[config.mk]
export PLATFORM = sky130hd
export DESIGN_NAME = crc_ci_engine
export DESIGN_NICKNAME = d
export VERILOG_FILES = /design/src/rtl/crc_ci_engine.sv
export SDC_FILE = /design/constraint.sdc
export NUM_CORES = 1
export LEC_CHECK = 0
export CAP_MARGIN = 20
export CELL_PAD_IN_SITES_DETAIL_PLACEMENT = 2
export CELL_PAD_IN_SITES_GLOBAL_PLACEMENT = 2
export CORE_ASPECT_RATIO = 1.2
export CORE_MARGIN = 1.5
export CORE_UTILIZATION = 38
export DETAILED_ROUTE_END_ITERATION = 10
export GPL_ROUTABILITY_DRIVEN = 0
export PLACE_DENSITY = 0.82
export SETUP_SLACK_MARGIN = 0.15
export SLEW_MARGIN = 20
export SYNTH_ARGS = -nofsm -noshare
export SYNTH_HDL_FRONTEND = slang
export SYNTH_SLANG_ARGS = --single-unit
[constraint.sdc]
create_clock -name clk -period 7 [get_ports clk]
set_input_delay 1.4 -clock clk [delete_from_list [all_inputs] [get_ports clk]]
set_output_delay 1.4 -clock clk [all_outputs]
set_load 0.02 [all_outputs]
[src/rtl/crc_ci_engine.sv]
`default_nettype none
// +--------------------------------------------------------------------------+
// | Module   : crc_ci_engine                                                 |
// | Purpose  : Multi-channel, multi-cycle CRC engine for the Nios II custom  |
// |            instruction port. Holds CHANNELS independent CRC contexts,    |
// |            processes one byte per enabled clock and supports context     |
// |            save (RDRAW) / restore (LOAD).                                |
// | Ports    : clk     - clock                                               |
// |            reset   - asynchronous, active-high reset                     |
// |            clk_en  - custom-instruction clock enable (low = stall)       |
// |            start   - instruction start strobe                            |
// |            n       - [2:0] opcode, [5:3] channel, [7:6] ignored          |
// |            dataa   - write data / restore value                          |
// |            done    - one-cycle completion strobe                         |
// |            result  - registered result, zero-extended above CRC_WIDTH    |
// | Options  : `define CRC_CI_BYTECOUNT_EN adds a 32-bit per-channel byte    |
// |            counter readable with opcode 7 (otherwise opcode 7 reads 0).  |
// | Revision : 1.0 - initial release                                         |
// +--------------------------------------------------------------------------+
module crc_ci_engine #(
  parameter int          CRC_WIDTH   = 32,
  parameter logic [31:0] POLY        = 32'h04C11DB7,
  parameter logic [31:0] INIT        = 32'hFFFFFFFF,
  parameter logic [31:0] XOR_OUT     = 32'hFFFFFFFF,
  parameter bit          REFLECT_IN  = 1'b1,
  parameter bit          REFLECT_OUT = 1'b1,
  parameter int          CHANNELS    = 4
) (
  input  logic        clk,
  input  logic        reset,
  input  logic        clk_en,
  input  logic        start,
  input  logic [7:0]  n,
  input  logic [31:0] dataa,
  output logic        done,
  output logic [31:0] result
);

  localparam logic [CRC_WIDTH-1:0] C_POLY = POLY[CRC_WIDTH-1:0];
  localparam logic [CRC_WIDTH-1:0] C_INIT = INIT[CRC_WIDTH-1:0];
  localparam logic [CRC_WIDTH-1:0] C_XOR  = XOR_OUT[CRC_WIDTH-1:0];

  localparam logic [2:0] C_OP_INIT    = 3'd0;
  localparam logic [2:0] C_OP_WR8     = 3'd1;
  localparam logic [2:0] C_OP_WR16    = 3'd2;
  localparam logic [2:0] C_OP_WR32    = 3'd3;
  localparam logic [2:0] C_OP_RDFINAL = 3'd4;
  localparam logic [2:0] C_OP_RDRAW   = 3'd5;
  localparam logic [2:0] C_OP_LOAD    = 3'd6;

  typedef enum logic [1:0] {
    ST_IDLE = 2'd0,
    ST_BUSY = 2'd1,
    ST_DONE = 2'd2
  } state_t;

  // ------------------------------------------------------------------------
  // Helper functions
  // ------------------------------------------------------------------------
  function automatic logic [7:0] f_rev8(input logic [7:0] b);
    logic [7:0] r;
    for (int i = 0; i < 8; i++) r[i] = b[7-i];
    return r;
  endfunction

  function automatic logic [CRC_WIDTH-1:0] f_rev_crc(input logic [CRC_WIDTH-1:0] v);
    logic [CRC_WIDTH-1:0] r;
    for (int i = 0; i < CRC_WIDTH; i++) r[i] = v[CRC_WIDTH-1-i];
    return r;
  endfunction

  // One byte through an MSB-first register: byte enters the top 8 bits,
  // then eight unrolled shift/conditional-XOR steps.
  function automatic logic [CRC_WIDTH-1:0] f_byte_step(input logic [CRC_WIDTH-1:0] crc,
                                                       input logic [7:0]           b);
    logic [CRC_WIDTH-1:0] c;
    c = crc;
    c[CRC_WIDTH-1 -: 8] = c[CRC_WIDTH-1 -: 8] ^ (REFLECT_IN ? f_rev8(b) : b);
    for (int i = 0; i < 8; i++) begin
      c = c[CRC_WIDTH-1] ? ((c << 1) ^ C_POLY) : (c << 1);
    end
    return c;
  endfunction

  function automatic logic [31:0] f_zext(input logic [CRC_WIDTH-1:0] v);
    logic [31:0] r;
    r = '0;
    r[CRC_WIDTH-1:0] = v;
    return r;
  endfunction

  function automatic logic [CRC_WIDTH-1:0] f_final(input logic [CRC_WIDTH-1:0] v);
    return (REFLECT_OUT ? f_rev_crc(v) : v) ^ C_XOR;
  endfunction

  // ------------------------------------------------------------------------
  // State
  // ------------------------------------------------------------------------
  state_t                              state_q, state_d;
  logic [2:0]                          op_q, op_d;
  logic [2:0]                          ch_q, ch_d;
  logic [31:0]                         data_q, data_d;
  logic [1:0]                          idx_q, idx_d;
  logic                                done_q, done_d;
  logic [31:0]                         result_q, result_d;
  logic [CHANNELS-1:0][CRC_WIDTH-1:0]  crc_q, crc_d;
`ifdef CRC_CI_BYTECOUNT_EN
  logic [CHANNELS-1:0][31:0]           cnt_q, cnt_d;
  logic [31:0]                         w_acc_cnt;
`endif

  logic [CHANNELS-1:0]   w_acc_hit;   // channel addressed by the incoming instruction
  logic [CHANNELS-1:0]   w_cur_hit;   // channel of the instruction in flight
  logic [CRC_WIDTH-1:0]  w_acc_crc;
  logic [CRC_WIDTH-1:0]  w_cur_crc;
  logic [7:0]            w_byte;
  logic [CRC_WIDTH-1:0]  w_step;
  logic [1:0]            w_last_idx;
  logic                  w_is_wr;
  logic                  w_unused;

  // n[7:6] carry no meaning for this engine
  assign w_unused = ^n[7:6];

  // Channel decode; an out-of-range channel simply matches nothing, which
  // makes every update a no-op and forces a zero result.
  always_comb begin
    w_acc_hit = '0;
    w_cur_hit = '0;
    w_acc_crc = '0;
    w_cur_crc = '0;
    for (int i = 0; i < CHANNELS; i++) begin
      w_acc_hit[i] = (n[5:3] == 3'(i));
      w_cur_hit[i] = (ch_q == 3'(i));
      if (w_acc_hit[i]) w_acc_crc = crc_q[i];
      if (w_cur_hit[i]) w_cur_crc = crc_q[i];
    end
  end

`ifdef CRC_CI_BYTECOUNT_EN
  always_comb begin
    w_acc_cnt = '0;
    for (int i = 0; i < CHANNELS; i++) begin
      if (w_acc_hit[i]) w_acc_cnt = cnt_q[i];
    end
  end
`endif

  // Bytes are consumed LSB first
  always_comb begin
    case (idx_q)
      2'd0:    w_byte = data_q[7:0];
      2'd1:    w_byte = data_q[15:8];
      2'd2:    w_byte = data_q[23:16];
      default: w_byte = data_q[31:24];
    endcase
  end

  always_comb begin
    case (op_q)
      C_OP_WR8:  w_last_idx = 2'd0;
      C_OP_WR16: w_last_idx = 2'd1;
      default:   w_last_idx = 2'd3;
    endcase
  end

  assign w_step  = f_byte_step(w_cur_crc, w_byte);
  assign w_is_wr = (n[2:0] == C_OP_WR8) || (n[2:0] == C_OP_WR16) || (n[2:0] == C_OP_WR32);

  // ------------------------------------------------------------------------
  // Next-state / datapath
  // ------------------------------------------------------------------------
  always_comb begin
    state_d  = state_q;
    op_d     = op_q;
    ch_d     = ch_q;
    data_d   = data_q;
    idx_d    = idx_q;
    done_d   = 1'b0;
    result_d = result_q;
    crc_d    = crc_q;
`ifdef CRC_CI_BYTECOUNT_EN
    cnt_d    = cnt_q;
`endif

    case (state_q)
      // DONE accepts a new start exactly like IDLE so that back-to-back
      // instructions see no idle bubble.
      ST_IDLE, ST_DONE: begin
        state_d = ST_IDLE;
        if (start) begin
          op_d   = n[2:0];
          ch_d   = n[5:3];
          data_d = dataa;
          idx_d  = 2'd0;
          if (w_is_wr) begin
            state_d = ST_BUSY;
          end else begin
            state_d  = ST_DONE;
            done_d   = 1'b1;
            result_d = '0;
            if (|w_acc_hit) begin
              case (n[2:0])
                C_OP_INIT: begin
                  for (int i = 0; i < CHANNELS; i++) begin
                    if (w_acc_hit[i]) begin
                      crc_d[i] = C_INIT;
`ifdef CRC_CI_BYTECOUNT_EN
                      cnt_d[i] = '0;
`endif
                    end
                  end
                  result_d = f_zext(C_INIT);
                end
                C_OP_RDFINAL: result_d = f_zext(f_final(w_acc_crc));
                C_OP_RDRAW:   result_d = f_zext(w_acc_crc);
                C_OP_LOAD: begin
                  for (int i = 0; i < CHANNELS; i++) begin
                    if (w_acc_hit[i]) crc_d[i] = dataa[CRC_WIDTH-1:0];
                  end
                  result_d = f_zext(dataa[CRC_WIDTH-1:0]);
                end
                default: begin
`ifdef CRC_CI_BYTECOUNT_EN
                  result_d = w_acc_cnt;
`else
                  result_d = '0;
`endif
                end
              endcase
            end
          end
        end
      end

      ST_BUSY: begin
        for (int i = 0; i < CHANNELS; i++) begin
          if (w_cur_hit[i]) begin
            crc_d[i] = w_step;
`ifdef CRC_CI_BYTECOUNT_EN
            cnt_d[i] = cnt_q[i] + 32'd1;
`endif
          end
        end
        idx_d = idx_q + 2'd1;
        if (idx_q == w_last_idx) begin
          state_d  = ST_DONE;
          done_d   = 1'b1;
          result_d = (|w_cur_hit) ? f_zext(w_step) : 32'd0;
        end
      end

      default: state_d = ST_IDLE;
    endcase
  end

  // ------------------------------------------------------------------------
  // Registers; clk_en low freezes everything, including done and result.
  // ------------------------------------------------------------------------
  always_ff @(posedge clk or posedge reset) begin
    if (reset) begin
      state_q <= ST_IDLE;
    end else if (clk_en) begin
      state_q <= state_d;
    end
  end

  always_ff @(posedge clk or posedge reset) begin
    if (reset) begin
      op_q     <= '0;
      ch_q     <= '0;
      data_q   <= '0;
      idx_q    <= '0;
      done_q   <= 1'b0;
      result_q <= '0;
      crc_q    <= {CHANNELS{C_INIT}};
`ifdef CRC_CI_BYTECOUNT_EN
      cnt_q    <= '0;
`endif
    end else if (clk_en) begin
      op_q     <= op_d;
      ch_q     <= ch_d;
      data_q   <= data_d;
      idx_q    <= idx_d;
      done_q   <= done_d;
      result_q <= result_d;
      crc_q    <= crc_d;
`ifdef CRC_CI_BYTECOUNT_EN
      cnt_q    <= cnt_d;
`endif
    end
  end

  assign done   = done_q;
  assign result = result_q;

endmodule
`default_nettype wire

# Word level (Yosys, flattened, before mapping)

Cells that the tools add are included.

$add $sub $neg: 1
Multiply operators: 0
Div/mod/pow operators: 0
Order comparisons: 0
Equal/unequal tests: 36
Shifts and indexed selects: 0
Multiplexer cells: 52
Bitwise gates (word level): 10
Reduce and logical (&&, ||, !) cells: 19

Operators by type and width:

| operator                                                         | count |
|---|---|
| 32-bit two-way mux                                               | 25 |
| 128-bit case mux with 2 select lines                             | 2 |
| 128-bit two-way mux                                              | 3 |
| 27-bit two-way mux                                               | 8 |
| 32-bit case mux with 4 select lines                              | 1 |
| 14-bit inverter                                                  | 8 |
| 32-bit case mux with 2 select lines                              | 1 |
| 9-bit AND reduction                                              | 4 |
| 32-bit inverter                                                  | 1 |
| 3-bit inequality test (second input constant)                    | 8 |
| 8-bit case mux with 3 select lines                               | 1 |
| 3-bit by 2-bit == test with 1-bit output (second input constant) | 7 |
| 2-bit inequality test (second input constant)                    | 8 |
| 3-bit by 1-bit == test with 1-bit output (second input constant) | 4 |
| 2-bit case mux with 2 select lines                               | 3 |
| 3-bit == test (second input constant)                            | 3 |
| 3-bit logical NOT                                                | 3 |
| 2-bit two-way mux                                                | 4 |
| 4-bit OR reduction                                               | 2 |
| 8-bit XOR                                                        | 1 |
| 3-bit AND reduction                                              | 2 |
| 5-bit AND reduction                                              | 1 |
| 2-bit by 1-bit == test with 1-bit output (second input constant) | 2 |
| 2-bit == test (second input constant)                            | 2 |
| other kinds (10)                                                 | 14 |

Register bits after elaboration: 203
Latch bits: 0
Memory bits (writable): 0
Memory bits (read-only): 0
Output and inout bits: 33
Memories kept: 0

# Logic depth before layout (Yosys ltp)

Gate-level depths: netlist of run 1.

Depth in word-level cells: 25
Depth in mapped cells: 11

# Worst setup path after synthesis of run 1

No wires, ideal clock.

Kind: input-to-reg
From: input port n[4]
To: register crc_q[64] (netlist bit)
Setup time: 82 ps
Arrival time: 3620 ps
Path slack: 3298 ps
Stages: 7
Path buffers: 4
Path through: buf_2 > buf_2 > clkbuf_1 > a21oi_1 > nor3_1 > buf_2 > mux2_2

Longest elaborated chain between the ends: 4
Elaborated cells on any way between the ends: 9
Those cells by class: eq/ne (6); reduce/logical (3)

Ends and longest elaborated chain:

| what                                                             | line | text |
|---|---|---|
| start: declaration                                               | 33   | `input logic [7:0] n,` |
| 3-bit by 1-bit == test with 1-bit output (tied with other cells) | 133  | `w_acc_hit[i] = (n[5:3] == 3'(i));` |
| 4-bit OR reduction                                               | 202  | `if (\|w_acc_hit) begin` |
| 2-bit inequality test (no source line)                           | --   |  |
| 9-bit AND reduction (no source line) (*)                         | --   |  |
| end signal: assignment                                           | 276  | `crc_q <= {CHANNELS{C_INIT}};` |
| end signal: assignment                                           | 287  | `crc_q <= crc_d;` |
| end: declaration                                                 | 106  | `logic [CHANNELS-1:0][CRC_WIDTH-1:0] crc_q, crc_d;` |

Every way passes the cells marked *; elsewhere a longest branch is shown, timed or not.
A chain may end at the register's enable or synchronous reset.

# Worst setup path in the final report of run 1

From: input port n[1]
To: register crc_q[8] (netlist bit)

Longest elaborated chain between the ends: 6
Elaborated cells on any way between the ends: 17
Those cells by class: eq/ne (8); mux (5); reduce/logical (4)

Ends and longest elaborated chain:

| what                                                      | line | text |
|---|---|---|
| 3-bit == test / 3-bit logical NOT (equally long branches) | 203  | `case (n[2:0])` |
| 128-bit case mux with 2 select lines                      | 203  |  |
| 128-bit two-way mux                                       | 202  |  |
| 128-bit two-way mux                                       | 196  | `if (w_is_wr) begin` |
| 128-bit two-way mux                                       | 191  | `if (start) begin` |
| 128-bit case mux with 2 select lines                      | 186  | `case (state_q)` |

Several ways; a longest one is shown, not always the timed one. The select of a mux whose other input is x is not followed.

==> results.md, run 1 <==
* Hold-fix buffers at CTS at 0
* Met2 Usage GRT at 47.1%
* CTS Buf Count at 23
* WL final at 44700 um
* Mapped Avg Cell Area at 12.0 um2
* Post-synthesis sequential area ratio at 42.5%
* FFs w/ async S/R, synth at 100%
* IO buf count at 74
* Ant diodes at 0
* Clk_skew at 16.4 ps
* Final TNS setup at 0 ps
* Synth area leader: dfstp_2
* Cells on worst reg2reg path at 9
* Endpoint of the worst hold path: result[17]
* Largest net degree at the start of global routing at 86
* Nets at 1111
* Max Cap Violations at 0
* Yosys cell types at 54
* Worst reg2reg path startpoint: idx_q[1]
* Vias per inst at 6.16
* Initial Util at 38.4%
* Worst hold path class: register to register
* EDFF count, synth at 0
* Reg2reg end: crc_q[66]
* Max Fclk at 222 MHz
* Yosys reg bits at 203
* Drt pass-1 iters at 5
* Vias in the first global route at 10300
* Ratio of final minimum period to clock period at 64.4%
* CTS tree: built
* Core ar. at 32100 um2
* Gr busiest metal: met2
* Clock Tree Root: clkbuf_16
* Least-Margin Pin Slew at 1030 ps
* CP Launch Type: input port
* Vias at 9147
* Clock-pin slew on the worst setup and hold paths at 60 ps
* YS warnings at 0
* Gate count after technology mapping at 1030
* Worst hold path depth at 1
* Most common cell after layout, fill and taps aside: mux2_2
* Clock Path Buffers at 3
* Clock latency at the later pin of the worst-skew pair at 540 ps
* Num Clock Sinks at 203
* CP required at 7450 ps
* Crit path max fanout at 24
* Setup violators final at 0
* Synth area leaders: dfstp_2, dfrtp_1, mux2_2
* Final ANT Viol Nets at 0
* Status: finished clean
* Tot GR Track Use at 27.1%
* Post-CTS Repair Setup Buffers at 0
* Layout area overhead at 14.4%
* GR met1 Demand/Resource at 33.5%
* Num rows at 72
* Min cycle time layout at 4510 ps
* Die Area at 33500 um2
* Drt drc at 0
* 1st-iter DRT viols at 683
* Drt wl/cell at 30.1 um
* Commonest cells after routing, fill and taps aside: mux2_2, dfstp_2, a21oi_1
* Fillers at 3203
* Min-delay src: result[17]
* Initial antenna violation count at 0
* Top-level port count at 77
* Post-Syn Area at 12300 um2
* Share of layout cells above drive strength 1 at 39.4%
* CP Data Arrival Time at 4960 ps
* CTS H-tree depth at 1
* Fin. Hold Viols at 0
* Top cell type's share of synthesized area at 27.3%
* Met3 Use GR at 3.10%
* Slew headroom at 31.2%
* Die W at 167 um
* R2r setup slk at 2740 ps
* Setup CP Type: input port to register
* First-pass GRT wire length at 68200 um
* Dpl hpwl at 30300 um
* Setup crit end kind: register
* Pins over their slew limit at 0
* Most used DFF post-synth: dfstp_2
* Total grt overflow at 0
* RSZ-0062 raised after global routing: no
* Post_cts resized at 0
* Synthesized Nets at 1078
* Die Y at 200 um
worst max-delay path, cell delays in order:
cell             delay (ps)
clkdlybuf4s50_1         750
xor2_1                  320
or3_1                   420
nor3b_1                 210
o21ai_1                 220
nor2_4                  860
buf_4                   390
mux2_2                  370
cells by family after synthesis:
logic type	count (synthesis)	share of synthesized area, %
adder cells (fa/ha/maj)	5	0.487
XOR/XNOR	70	7.27
buffers and inverters	99	3.36
multiplexers	241	26.8
AO/OA/AOI/OAI	230	12.0
flip-flops	203	42.5
AND/OR/NAND/NOR	182	7.55
worst max path at each step:
stage	start	to	slack [ps]
2_1_floorplan	reset	ch_q[0]	270
3_3_place_gp	n[1]	crc_q[8]	2110
3_5_place_dp	n[1]	crc_q[0]	2010
4_1_cts	n[1]	crc_q[0]	2540
5_1_grt	n[0]	crc_q[8]	2390
6_report	n[1]	crc_q[8]	2490
cell usage after synthesis, types with 24 or more instances:
library cell,count
a21oi_1,100
a22o_1,24
clkbuf_1,60
dfrtp_1,75
dfstp_2,128
mux2_2,156
mux2i_1,29
mux4_2,56
nor2_1,58
nor2b_1,33
o21ai_0,32
xnor2_1,36
metrics by stage:
stage / hold slack (ps) / util [%] / instance area [um2] / cells / worst slack [ps]
after global routing: 520 / 44.0 / 14100 / 1486 / 2390
after CTS: 500 / 44.0 / 14100 / 1486 / 2540
after detailed placement: 487 / 41.7 / 13400 / 1445 / 2010
final: 494 / 44.0 / 14100 / 1486 / 2490
after floorplan: 464 / - / 12300 / 1030 / 273
after global placement: 474 / 41.7 / 13400 / 1445 / 2110
routing by layer:
layer / up-vias / share of wire, %
met3: 97 / 4.1
li1: 3873 / -
met1: 4923 / 40
met4: 0 / 5.1
met5: - / 0
met2: 254 / 50
flip-flops by register name (all words and copies together), names as in the netlist:
register  flops
state_q       2
idx_q         2
done          1
crc_q       128
op_q          3
result       32
ch_q          3
data_q       32
cell type report:
cell class | instances | area (um2) | share of cell area (%)
Clock buffer | 32 | 649 | 4.60
Clock inverter | 9 | 73.8 | 0.523
Inverter | 14 | 60.1 | 0.426
Multi-Input combinational cell | 728 | 6700 | 47.5
Sequential cell | 203 | 5240 | 37.2
Tap cell | 407 | 509 | 3.61
Timing Repair Buffer | 93 | 868 | 6.16
Power of run 1 is left out: the tool's default activity adds up to more than one toggle a clock period on the data nets, which glitch-free logic cannot reach.
==> inputs of run 2 (changes only) <==
- clock period: 7 -> 3.7 ns (I/O delays scaled with it)
==> run 2 against run 1 <==
Against the previous run: global-route usage rose by 2.9 points; utilization rose by 2.6 points; critical path depth did not move; largest cell class unchanged; highest routed layer unchanged.
==> results.md, run 2 (synthesis results as in run 1) <==
* Status: finished clean (unchanged)
* Drt drc at 0 (unchanged)
* Final TNS setup at 0 ps (unchanged)
* Ant diodes at 0 (unchanged)
* Final ANT Viol Nets at 0 (unchanged)
* Clock Path Buffers at 3 (unchanged)
* Die W at 167 um (unchanged)
* Worst hold path depth at 1 (unchanged)
* Share of layout cells above drive strength 1 at 43.7% (was 39.4%)
* Crit-path cells: buf_4, mux2i_1, o22ai_1, xnor2_2, xnor3_2, xnor2_1, a2bb2oi_1, a21oi_1 (was clkdlybuf4s50_1, xor2_1, or3_1, nor3b_1, o21ai_1, nor2_4, buf_4, mux2_2)
* Largest Register: crc_q (unchanged)
* R2r setup slk at 150 ps (was 2740 ps)
* CP required at 4110 ps (was 7450 ps)
* Pins over their slew limit at 0 (unchanged)
* Slowest cell on crit path: dfrtp_2 (was nor2_4)
* Most common cell after layout, fill and taps aside: mux2_2 (unchanged)
* CTS tree: built (unchanged)
* Max reg flops at 128 (unchanged)
* Commonest cells after routing, fill and taps aside: mux2_2, dfstp_2, a21oi_1 (unchanged)
* Num Clock Sinks at 203 (unchanged)
* Core ar. at 32100 um2 (unchanged)
* Least-Margin Pin Slew at 978 ps (was 1030 ps)
* Initial antenna violation count at 0 (unchanged)
* Min-delay src: result[8] (was result[17])
* Largest net degree at the start of global routing at 49 (was 86)
* Setup crit end kind: register (unchanged)
* Initial Util at 38.4% (unchanged)
* Die Area at 33500 um2 (unchanged)
* Endpoint of the worst hold path: result[8] (was result[17])
* CTS H-tree depth at 1 (unchanged)
* Drt wl/cell at 33.0 um (was 30.1 um)
* Max Cap Violations at 0 (unchanged)
* Min cycle time layout at 3550 ps
* WL final at 51300 um (was 44700 um)
* Cells on worst reg2reg path at 8 (was 9)
* Num rows at 72 (unchanged)
* Vias per inst at 6.42 (was 6.16)
* Reg2reg end: result[26] (was crc_q[66])
* IO buf count at 74 (unchanged)
* First-pass GRT wire length at 74600 um (was 68200 um)
* Clk_skew at 38.9 ps (was 16.4 ps)
* Clock-pin slew on the worst setup and hold paths at 70 ps (was 60 ps)
* Setup violators final at 0 (unchanged)
* Vias at 9976 (was 9147)
* Dpl hpwl at 33000 um (was 30300 um)
* Hold-fix buffers at CTS at 0 (unchanged)
* Drt pass-1 iters at 5 (unchanged)
* Slew headroom at 34.8% (was 31.2%)
* Crit path max fanout at 19 (was 24)
* Fin. Hold Viols at 0 (unchanged)
* CP Launch Type: register (was input port)
* Max Fclk at 282 MHz
* CP max stage delay at 690 ps (was 860 ps)
* Vias in the first global route at 11100 (was 10300)
* Top-level port count at 77 (unchanged)
* Die Y at 200 um (unchanged)
* Setup CP Type: register to register (was input port to register)
* CTS Buf Count at 24 (was 23)
* Clock latency at the later pin of the worst-skew pair at 560 ps (was 540 ps)
* Total grt overflow at 0 (unchanged)
* Layout area overhead at 21.3% (was 14.4%)
* Worst reg2reg path startpoint: ch_q[0] (was idx_q[1])
* Ratio of final minimum period to clock period at 95.9%
* Tot GR Track Use at 30.0% (was 27.1%)
* Clock Tree Root: clkbuf_16 (unchanged)
* RSZ-0062 raised after global routing: no (unchanged)
* Nets at 1177 (was 1111)
* Worst hold path class: register to register (unchanged)
* CP Data Arrival Time at 3960 ps (was 4960 ps)
* 1st-iter DRT viols at 957 (was 683)
[run 2: cell count changes in the layout (fill, tap and decap cells not counted), sizes merged]
cell / change
buf: +65
bufinv: +5
inv: -2
clkinvlp: +1
clkbuf: -2
[run 2: layout make-up]
cell class	count	area, um2
Sequential cell	203	5240
Tap cell	407	509
Timing Repair Buffer	158	1490
Clock buffer	30	653
Inverter	14	56.3
Clock inverter	13	224
Fill cell	3101	17100
Multi-Input combinational cell	728	6770
[run 2: what timing repair did]
| item | CTS | global route |
|---|---|---|
| setup buffers | 4 | 5 |
| endpoints found under the setup margin | 33 | 63 |
| resized for setup | 6 | 7 |
| pin swaps | 3 | 6 |
[run 2: layer usage]
metal,vias to the layer above,part of all wire (%),track usage [%]
li1,4008,-,-
met1,5277,37,35.2
met2,515,50,51.9
met3,176,6.2,4.52
met4,0,6.6,18.1
met5,-,0,0
[run 2: worst max-delay path by stage]
stage / startpoint / to / slack (ps)
floorplan: reset / ch_q[0] / 430
global placement: idx_q[0] / crc_q[108] / 260
detailed placement: idx_q[0] / crc_q[14] / 110
CTS: idx_q[0] / crc_q[74] / 140
global route: idx_q[0] / crc_q[109] / 110
finish: ch_q[0] / result[26] / 150
[run 2: through the flow]
step                      hold WS, ps  utilization [%]  std cells  worst slack [ps]  area, um2
final                             499             46.6       1553               150      14900
after global routing              525             46.6       1553               107      14900
after CTS                         506             46.3       1548               141      14900
after detailed placement          487             43.4       1501               110      13900
after global placement            481             43.4       1501               257      13900
after floorplan                   464                -       1030               434      12300
[run 2: worst max-delay path, delay by kind of cell, from the launching register on]
family	cells	cell delay, ps
flip-flops	1	690
XOR/XNOR	3	1360
multiplexers	1	220
AO/OA/AOI/OAI	3	860
buffers and inverters	1	310
Power of run 2 is left out for the same reason.
